$ cat src/rtl/uart_tx_arbiter.sv
// Round-robin arbiter sharing one UART transmitter between NUM_REQ byte streams, locked per packet.
// Latency: handshake in cycle T -> tx_trigger_out in T+1; next owner granted one cycle after release.
// Backpressure: only the owner sees ready, and only in ISSUE; pacing follows tx_busy_in.
module uart_tx_arbiter #(
    parameter int NUM_REQ      = 4,
    parameter int HOLD_TIMEOUT = 1024
) (
    input  logic                 clk_in,
    input  logic                 rst_n_in,
    input  logic [NUM_REQ-1:0]   req_valid_in,
    input  logic [8*NUM_REQ-1:0] req_data_in,
    input  logic [NUM_REQ-1:0]   req_last_in,
    output logic [NUM_REQ-1:0]   req_ready_out,
    output logic [NUM_REQ-1:0]   grant_out,
    output logic                 abort_out,
    output logic [7:0]           tx_byte_out,
    output logic                 tx_trigger_out,
    input  logic                 tx_busy_in
);

    localparam int PTR_W = $clog2(NUM_REQ);
    localparam int CNT_W = (HOLD_TIMEOUT > 1) ? $clog2(HOLD_TIMEOUT) : 1;
    localparam logic [CNT_W-1:0] CNT_LAST = (HOLD_TIMEOUT > 0) ? CNT_W'(HOLD_TIMEOUT - 1) : '0;

    typedef enum logic [1:0] {
        IDLE,
        ISSUE,
        WAIT_START,
        WAIT_DONE
    } state_t;

    state_t             state;
    logic [PTR_W-1:0]   ptr;
    logic [PTR_W-1:0]   owner;
    logic [CNT_W-1:0]   hold_cnt;
    logic               last_q;
    logic [NUM_REQ-1:0] grant_q;

    logic [7:0]         req_byte [NUM_REQ];
    logic [PTR_W-1:0]   winner;
    logic               any_vld;

    for (genvar i = 0; i < NUM_REQ; i++) begin : g_byte
        assign req_byte[i] = req_data_in[8*i +: 8];
    end

    function automatic logic [PTR_W-1:0] next_idx(input logic [PTR_W-1:0] idx);
        return (int'(idx) == NUM_REQ - 1) ? '0 : idx + 1'b1;
    endfunction

    // Scan from the farthest offset down so the offset nearest ptr wins.
    always_comb begin
        winner  = ptr;
        any_vld = 1'b0;
        for (int k = NUM_REQ - 1; k >= 0; k--) begin
            if (req_valid_in[PTR_W'((int'(ptr) + k) % NUM_REQ)]) begin
                winner  = PTR_W'((int'(ptr) + k) % NUM_REQ);
                any_vld = 1'b1;
            end
        end
    end

    assign req_ready_out = (state == ISSUE) ? grant_q : '0;
    assign grant_out     = grant_q;

    always_ff @(posedge clk_in) begin
        if (!rst_n_in) begin
            state          <= IDLE;
            ptr            <= '0;
            owner          <= '0;
            hold_cnt       <= '0;
            last_q         <= 1'b0;
            grant_q        <= '0;
            abort_out      <= 1'b0;
            tx_byte_out    <= '0;
            tx_trigger_out <= 1'b0;
        end else begin
            tx_trigger_out <= 1'b0;
            abort_out      <= 1'b0;
            case (state)
                IDLE: begin
                    hold_cnt <= '0;
                    // A frame left running across reset must drain before the next grant.
                    if (any_vld && !tx_busy_in) begin
                        owner   <= winner;
                        grant_q <= NUM_REQ'(1) << winner;
                        state   <= ISSUE;
                    end
                end
                ISSUE: begin
                    if (req_valid_in[owner]) begin
                        tx_byte_out    <= req_byte[owner];
                        last_q         <= req_last_in[owner];
                        tx_trigger_out <= 1'b1;
                        hold_cnt       <= '0;
                        state          <= WAIT_START;
                    end else if (HOLD_TIMEOUT > 0) begin
                        if (hold_cnt == CNT_LAST) begin
                            abort_out <= 1'b1;
                            grant_q   <= '0;
                            ptr       <= next_idx(owner);
                            state     <= IDLE;
                        end else begin
                            hold_cnt <= hold_cnt + 1'b1;
                        end
                    end
                end
                WAIT_START: begin
                    if (tx_busy_in) begin
                        state <= WAIT_DONE;
                    end
                end
                WAIT_DONE: begin
                    if (!tx_busy_in) begin
                        if (last_q) begin
                            grant_q <= '0;
                            ptr     <= next_idx(owner);
                            state   <= IDLE;
                        end else begin
                            state <= ISSUE;
                        end
                    end
                end
                default: state <= IDLE;
            endcase
        end
    end

endmodule

$ cat config.mk
export PLATFORM = sky130hd
export DESIGN_NAME = uart_tx_arbiter
export DESIGN_NICKNAME = d
export VERILOG_FILES = /design/src/rtl/uart_tx_arbiter.sv
export SDC_FILE = /design/constraint.sdc
export NUM_CORES = 1
export LEC_CHECK = 0
export BUFFER_PORTS_ARGS = -buffer_cell sky130_fd_sc_hd__buf_4
export CORE_AREA = 2 2 61 63
export CTS_CLUSTER_DIAMETER = 50
export DETAILED_ROUTE_END_ITERATION = 8
export DIE_AREA = 0 0 63 65
export GPL_ROUTABILITY_DRIVEN = 1
export GPL_TIMING_DRIVEN = 0
export PLACE_DENSITY_LB_ADDON = 0.05
export SYNTH_ARGS = -nofsm -noshare
export SYNTH_HDL_FRONTEND = slang
export SYNTH_SLANG_ARGS = --single-unit
$ cat constraint.sdc
create_clock -name clk_in -period 5.2 [get_ports clk_in]
set_clock_uncertainty 0.1 [all_clocks]
set_input_delay 1.04 -clock clk_in [delete_from_list [all_inputs] [get_ports clk_in]]
set_output_delay 1.04 -clock clk_in [all_outputs]
set_load 0.05 [all_outputs]
Word level (Yosys, flattened, before mapping)
Index checks and enable logic that the tools add are counted.
W data, S select, Z words.
{"block": "word_totals", "output_inout_bits": 18, "in_bits": 43, "wordCells": 103, "register_bits": 31}
{"block": "classes", "n_lt_le_gt_ge": 6, "n_addsub": 5, "n_bitwise": 3, "shift": 1, "eq_ne": 13, "reduce_logical": 14, "n_mux": 52}
{"cell": "$mux W2", "n": 14}
{"cell": "$mux W4", "n": 6}
{"cell": "$mux W10", "n": 2}
{"cell": "$pmux W10 S2", "n": 1}
{"cell": "$mux W1", "n": 17}
{"cell": "$bmux W8 S2", "n": 1}
{"cell": "$lt A2 B4 Y1 const B", "n": 4}
{"cell": "$mux W8", "n": 2}
{"cell": "$bmux W1 S2", "n": 6}
{"cell": "$pmux W4 S3", "n": 1}
{"cell": "$add A10 B1 Y10 const B", "n": 1}
{"cell": "$eq A10 B10 Y1 const B", "n": 1}
{"cell": "$ne A2 B2 Y1 const B", "n": 5}
{"cell": "$pmux W2 S4", "n": 1}
{"cell": "$reduce_and A2 Y1", "n": 4}
{"cell": "$reduce_and A6 Y1", "n": 1}
{"cell": "$reduce_and A5 Y1", "n": 1}
{"cell": "$add A2 B1 Y2 const B", "n": 2}
{"cell": "$add A2 B2 Y2 const B", "n": 2}
{"cell": "$eq A2 B1 Y1 const B", "n": 2}
{"cell": "$eq A2 B2 Y1 const B", "n": 2}
{"cell": "$pmux W2 S2", "n": 1}
{"cell": "$reduce_and A4 Y1", "n": 1}
{"cell": "$reduce_bool A2 Y1", "n": 2}
{"cell": "other kinds (13)", "n": 14}

Logic depth before layout (Yosys ltp)
Gate-level depths: netlist of run 1.
{"block": "depth", "word_depth": 11, "mapped_depth": 6, "depth_no_buf": 6}

Worst setup path before layout of run 1
OpenSTA, ideal clock, no wires.
{"block": "synth_path", "path_kind": "reg-to-output", "from": "register grant_q[0] (netlist: grant_out[0])", "to": "output req_ready_out[0]", "path_buffers": 0, "required_ps": 4060, "path_stages_with_launch": 2, "path_slack_ps": 2892, "t_arrival_ps": 1168, "path_cell_list": "dfxtp_1 > and3_1"}
{"block": "synth_via", "elab_chain_cells": 1}
{"item": "start, declared", "line": "37", "rtl": "logic [NUM_REQ-1:0] grant_q;"}
{"item": "start signal, assigned", "line": "86", "rtl": "grant_q <= NUM_REQ'(1) << winner;"}
{"item": "$mux W4", "line": "63", "rtl": "assign req_ready_out = (state == ISSUE) ? grant_q : '0;"}
{"item": "end, declared", "line": "13", "rtl": "output logic [NUM_REQ-1:0] req_ready_out,"}
Every way passes these cells.

==> results of run 1 <==
[placed cells by master (no fill, tap or decap), drive strengths merged, types with 5 or more instances in the layout]
cell / instances
buf: 62
dfxtp: 31
nor2: 22
nand2: 14
a21oi: 13
clkbuf: 12
mux4: 10
mux2i: 10
o21ai: 8
nand3: 6
o32ai: 5
[logic make-up after synthesis]
group                    after synthesis  share of synthesized area [%]
flip-flops                            31                          35.50
AO/OA/AOI/OAI                         39                          16.25
buffers and inverters                 11                          2.648
adder cells (fa/ha/maj)                2                          1.431
AND/OR/NAND/NOR                       70                          21.76
multiplexers                          22                          19.90
XOR/XNOR                               5                          2.505
[flip-flops by register name, summed over array words and instances, names as in the netlist, named ones only]
register / count
hold_cnt: 10
tx_byte_out: 8
grant_out: 4
owner: 2
ptr: 2
abort_out: 1
last_q: 1
state: 1
tx_trigger_out: 1
[power breakdown]
part,leakage (nW),switching [W],total [W],internal (W)
logic,0.678,0.0000676,0.000127,0.0000595
registers,0.251,0.00000838,0.000255,0.000246
clock network,0.0293,0.0000780,0.000131,0.0000526
total,0.959,0.000154,0.000512,0.000358
[per-layer routing]
| metal | share of wire, % | GRT usage (%) |
|---|---|---|
| met5 | 0 | 0 |
| met4 | 1.0 | 9.167 |
| met3 | 9.7 | 8.681 |
| met2 | 51 | 40.16 |
| met1 | 38 | 23.70 |
[worst max path at each step]
stage	startpoint	end	slack, ns	cells past startpoint
after floorplan	grant_out[0]	req_ready_out[0]	2.89	1
after global placement	req_valid_in[3]	tx_byte_out[6]	2.68	6
after detailed placement	req_valid_in[3]	tx_byte_out[4]	2.64	6
after CTS	register	req_ready_out[2]	2.47	4
after global routing	register	req_ready_out[2]	2.37	4
final	register	req_ready_out[3]	2.48	4
[per-stage QoR]
step           area, µm²  hold WS [ns]  total power, W
2_1_floorplan       1748        0.3636       0.0003372
3_3_place_gp        2258        0.3645       0.0003823
3_5_place_dp        2258        0.3792       0.0003866
4_1_cts             2308        0.3953       0.0005173
5_1_grt             2308        0.4103       0.0005355
6_report            2308        0.3935       0.0005121
[cell type report]
type	instances	area (µm²)	area share, %
tap	48	60.06	2.602
multi-input combinational	138	1081	46.83
clock buffer	7	45.04	1.951
inverter	4	15.01	0.6504
timing repair buffer	60	450.4	19.51
buffer	7	31.28	1.355
clock inverter	1	5.005	0.2168
sequential	31	620.6	26.88
[critical path: stages, from the launching register on]
cell and delay (ns):
dfxtp_1 0.32, clkbuf_1 0.33, inv_1 0.19, and3_1 0.22, buf_4 0.18
==> summary.txt, run 1 <==
Status
  • Status: finished clean

Clock tree
  • H-tree levels: 2
  • Clk_lat worst skew: around 0.33 ns
  • Clk slew on worst S/H paths: approximately 0.09 ns
  • CTS resizes: 0
  • Buffer count from post-CTS setup fixing: 0
  • Hold-fix buffers, CTS: 0
  • Clock tree from TritonCTS: built
  • Clk sinks: 31
  • Clk root buf: clkbuf_4
  • Num CTS Buffers: 5
  • Maximum buffer depth of the clock tree: 2

Timing
  • Minimum clock period: roughly 2.7 ns
  • Post-route setup slack: ~2.5 ns
  • RSZ-0062 raised after global routing: no
  • Slew Limit Fails: 0
  • Final setup fails: 0
  • Crit share post-route: about 52%
  • TNS Setup: 0 ns
  • FMAX: 367.7 MHz
  • Slew @ Worst Pin: 0.6400 ns
  • Fin. Hold Viols: 0
  • Slew headroom: around 57%

Setup path
  • Flop2flop setup slack: roughly 3.3 ns
  • Data required, critical path: between 4 and 5 ns
  • CP Capture Type: output pin
  • Crit Path Class: register to output pin
  • RR Startpoint: owner[1]
  • Terminus of the critical flop-to-flop path: tx_byte_out[4]
  • Crit path max fanout: 10
  • FF-to-FF path depth: 5
  • Crit start category: register
  • Crit path arrival time: 1.58 ns

Synthesis
  • Synth Net Count: ~230
  • Post-synthesis sequential area ratio: between 30% and 40%
  • Syn_area_per_cell: ~10 µm²
  • Post-synth EDFFs: 0
  • Top-count cell post-synth: dfxtp_1
  • Most area-hungry cell type in the Yosys netlist: dfxtp_1
  • Cell variety after synth: 48
  • Top cells by count, synth: dfxtp_1, nor2_1, nand2_1
  • Synth top area share: between 30% and 40%
  • Synth area leaders: dfxtp_1, mux4_2, mux2i_1
  • Synth Warn #: 0
  • Cell area after synthesis: between 1500 and 2000 µm²
  • Primary FF master, synth: dfxtp_1
  • Synthesized instance count: 180
  • Async SR Flop Fraction: 0%
  • Number of synthesized register bits: 31

Routing
  • Vias: 1650
  • Final wirelength: about 4300 µm
  • DR pass1 iterations: 4
  • Post-route ant nets: 0
  • Drt first-iter violations: between 70 and 80
  • Via density: between 5 and 6
  • WL/cell: around 14 µm
  • # DRC: 0

Layout
  • Fin nets: a little under 300
  • Final Util: between 60% and 70%
  • Antenna diodes: 0
  • Finished Layout Cells: between 200 and 300
  • Share of layout cells above drive strength 1: between 30% and 40%
  • Layout area overhead: 32.07%
  • Fill cells: 314

GRT
  • Pin count of the biggest net entering global routing: 11
  • Number of global-route vias before repair: 1671
  • Remaining Overflow, GRT: 0
  • Initial antenna violation count: 0
  • First-pass GRT wire length: around 7100 µm
  • All-Layer GR Usage: 22.50%

Die
  • Die span in x: between 60 and 70 µm
  • Die Ht: 65 µm
  • IO Pins: approximately 60
  • Floorplan core area: approximately 3500 µm²
  • Initial core utilization: 50.00%
  • Die area: 4095 µm²
  • Rows: 22

Placed design
  • Post-Place Setup Slack: 2.639 ns
  • # port buffers: 60
  • Post-DP HPWL: roughly 3400 µm
  • GP Congestion: approximately 0.93
  • DP Cell Count: 288

Power and ir drop
  • Power Density: about 220 nW/µm²
  • LEAKAGE: 0.9585 nW
  • Peak VDD IR: approximately 0.15 mV

Flow run
  • Max-Cap Viols: 0

Hold path
  • Hold path cells: 2
  • Hold Path Origin: grant_out[0]
  • Hold Path End: grant_out[0]
  • Hold Crit Class: register to register
No activity file was read; power rests on OpenSTA's default activity.
==> run 2, diff against run 1 <==
--- a/config.mk
+++ b/config.mk
@@ -6,10 +6,10 @@
 export NUM_CORES = 1
 export LEC_CHECK = 0
 export BUFFER_PORTS_ARGS = -buffer_cell sky130_fd_sc_hd__buf_4
-export CORE_AREA = 2 2 61 63
+export CORE_AREA = 2 2 63 65
 export CTS_CLUSTER_DIAMETER = 50
 export DETAILED_ROUTE_END_ITERATION = 8
-export DIE_AREA = 0 0 63 65
+export DIE_AREA = 0 0 65 67
 export GPL_ROUTABILITY_DRIVEN = 1
 export GPL_TIMING_DRIVEN = 0
 export PLACE_DENSITY_LB_ADDON = 0.05
==> constraint.sdc (replaced) <==
create_clock -name clk_in -period 2.6 [get_ports clk_in]
set_clock_uncertainty 0.1 [all_clocks]
set_input_delay 0.52 -clock clk_in [delete_from_list [all_inputs] [get_ports clk_in]]
set_output_delay 0.52 -clock clk_in [all_outputs]
set_load 0.05 [all_outputs]
==> run 2 against run 1 <==
Against the previous run:
- total power is 130% higher
- hold slack worse by 0.0062 ns
- global-route usage is 1.3 points lower
- wire length is 1.3% lower
- clock power grew to 3.2 times the previous value
- non-clock buffer count stayed put
- design area is 2.2% higher
- setup slack worse by 2.1 ns
==> summary.txt, run 2 (same netlist as run 1, synthesis figures left out) <==
Status
  • Status: finished clean (unchanged)

GRT
  • Remaining Overflow, GRT: 0 (unchanged)
  • Number of global-route vias before repair: 1590 (was 1671)
  • Initial antenna violation count: 0 (unchanged)
  • Pin count of the biggest net entering global routing: 11 (unchanged)
  • All-Layer GR Usage: 21.18% (was 22.50%)
  • First-pass GRT wire length: 6996 µm (was 7107 µm)

Die
  • Die area: 4355 µm² (was 4095 µm²)
  • Die Ht: 67 µm (was 65 µm)
  • Rows: 22 (unchanged)
  • Initial core utilization: 48.47% (was 50.00%)
  • IO Pins: 61 (unchanged)
  • Floorplan core area: 3606 µm² (was 3496 µm²)
  • Die span in x: 65 µm (was 63 µm)

Layout
  • Commonest non-fill, non-tap cells in the layout: buf_4, dfxtp_1, nor2_1, nand2_1, a21oi_1 (unchanged)
  • Fin nets: 292 (unchanged)
  • Layout area overhead: 34.93% (was 32.07%)
  • Share of layout cells above drive strength 1: 38.31% (was 37.90%)
  • Commonest non-fill, non-tap cell in the layout: buf_4 (unchanged)
  • Number of flip-flops in the largest register: 10 (unchanged)
  • Antenna diodes: 0 (unchanged)
  • Largest Register: hold_cnt (unchanged)

Routing
  • Via density: 5.618 (was 5.574)
  • Met2 Routed Length: 2056 µm (was 2166 µm)
  • # DRC: 0 (unchanged)
  • WL/cell: 14.19 µm (was 14.38 µm)
  • DR pass1 iterations: 4 (unchanged)
  • Drt first-iter violations: 83 (was 73)
  • Post-route ant nets: 0 (unchanged)
  • Met3 WL post-DR: 238 µm (was 414 µm)
  • Metal-1 WL: 1784 µm (was 1630 µm)
  • Vias: 1663 (was 1650)
  • Highest Signal Layer: met4 (unchanged)
  • Final wirelength: 4199 µm (was 4255 µm)

Placed design
  • # port buffers: 60 (unchanged)
  • GP Congestion: 0.8132 (was 0.9322)
  • Post-DP HPWL: 3169 µm (was 3391 µm)

Power and ir drop
  • Peak VDD IR: 0.2684 mV (was 0.1529 mV)
  • P_sw: 0.0003229 W (was 0.0001540 W)
  • Cell internal pwr: 0.0008530 W (was 0.0003582 W)
  • LEAKAGE: 0.9807 nW (was 0.9585 nW)
  • Sw frac: 27.46% (was 30.07%)
  • Power Density: 498.5 nW/µm² (was 221.9 nW/µm²)
  • Clock power share: 35.2% (was 25.5%)
  • Comb power frac: 21.5% (was 24.8%)
  • Flop pwr share: 43.3% (was 49.7%)
  • Total power: 0.001176 W (was 0.0005121 W)

Timing
  • Slew headroom: 59.35% (was 57.05%)
  • TNS Setup: 0 ns (unchanged)
  • Final setup fails: 0 (unchanged)
  • Slew @ Worst Pin: 0.6057 ns (was 0.6400 ns)
  • Slew Limit Fails: 0 (unchanged)
  • Crit share post-route: between 80% and 90%
  • Minimum clock period: around 2.2 ns
  • FMAX: about 450 MHz
  • RSZ-0062 raised after global routing: no (unchanged)
  • Fin. Hold Viols: 0 (unchanged)

Clock tree
  • CTS resizes: 0 (unchanged)
  • Maximum buffer depth of the clock tree: 2 (unchanged)
  • Clk root buf: clkbuf_8 (was clkbuf_4)
  • Hold-fix buffers, CTS: 0 (unchanged)
  • Clock tree from TritonCTS: built (unchanged)
  • H-tree levels: 2 (unchanged)
  • Num CTS Buffers: 5 (unchanged)
  • Clk_lat worst skew: 0.28 ns (was 0.33 ns)
  • Clk sinks: 31 (unchanged)
  • Clk slew on worst S/H paths: 0.06 ns (was 0.09 ns)
  • Buffer count from post-CTS setup fixing: 0 (unchanged)

Flow run
  • Max-Cap Viols: 0 (unchanged)

Setup path
  • CP Capture Type: output pin (unchanged)
  • Data required, critical path: 1.98 ns (was 4.06 ns)
  • Crit Path Class: register to output pin (unchanged)
  • Crit path max fanout: 10 (unchanged)
  • Crit path arrival time: 1.58 ns (about the same)
  • Crit start category: register (unchanged)

Hold path
  • Hold Crit Class: register to register (unchanged)
## run 2: metrics by stage
stage,util [%],hold WS (ns),setup WS (ns),std cells,instance area (µm²)
final,65.41,0.3873,0.4021,296,2359
after CTS,65.41,0.3844,0.4004,296,2359
after floorplan,-,0.3636,0.8115,180,1748
after global routing,65.41,0.4014,0.2980,296,2359
after global placement,62.63,0.3691,0.5693,288,2258
after detailed placement,62.63,0.3731,0.5619,288,2258
## run 2: worst max-delay path, cell delays in order, from the launching register on
cell and delay [ns]:
dfxtp_1 0.32, clkbuf_1 0.35, inv_1 0.20, and3_1 0.23, buf_4 0.18
## run 2: cell type report
cell class / count / area, µm²
timing repair buffer: 60 / 450.4
fill: 313 / 1247
clock buffer: 8 / 100.1
buffer: 7 / 31.28
sequential: 31 / 620.6
tap: 48 / 60.06
inverter: 4 / 15.01
multi-input combinational: 138 / 1081
## run 2: final timing paths
| path | from | endpoint | slack, ns | cells after the start |
|---|---|---|---|---|
| worst max-delay path | register | req_ready_out[0] | 0.40 | 4 |
| worst min-delay path | grant_out[1] | grant_out[1] | 0.39 | 2 |
| worst max register to register | owner[1] | tx_byte_out[2] | 0.72 | 5 |
| worst min register to register | grant_out[1] | grant_out[1] | 0.39 | 2 |
## run 2: per-layer routing
metal,track usage [%],vias to the layer above
met1,24.48,787
met3,4.392,13
met2,36.08,48
met5,0,-
li1,-,815
met4,12.50,0
## run 2: power groups by stage
| stage | clock network, W | registers [W] | logic, W |
|---|---|---|---|
| after floorplan | 0 | 0.000553 | 0.000122 |
| after global placement | 0 | 0.000519 | 0.000251 |
| after detailed placement | 0 | 0.000519 | 0.000253 |
| after CTS | 0.000425 | 0.000509 | 0.000254 |
| after global routing | 0.000442 | 0.000511 | 0.000273 |
| final | 0.000414 | 0.000509 | 0.000253 |
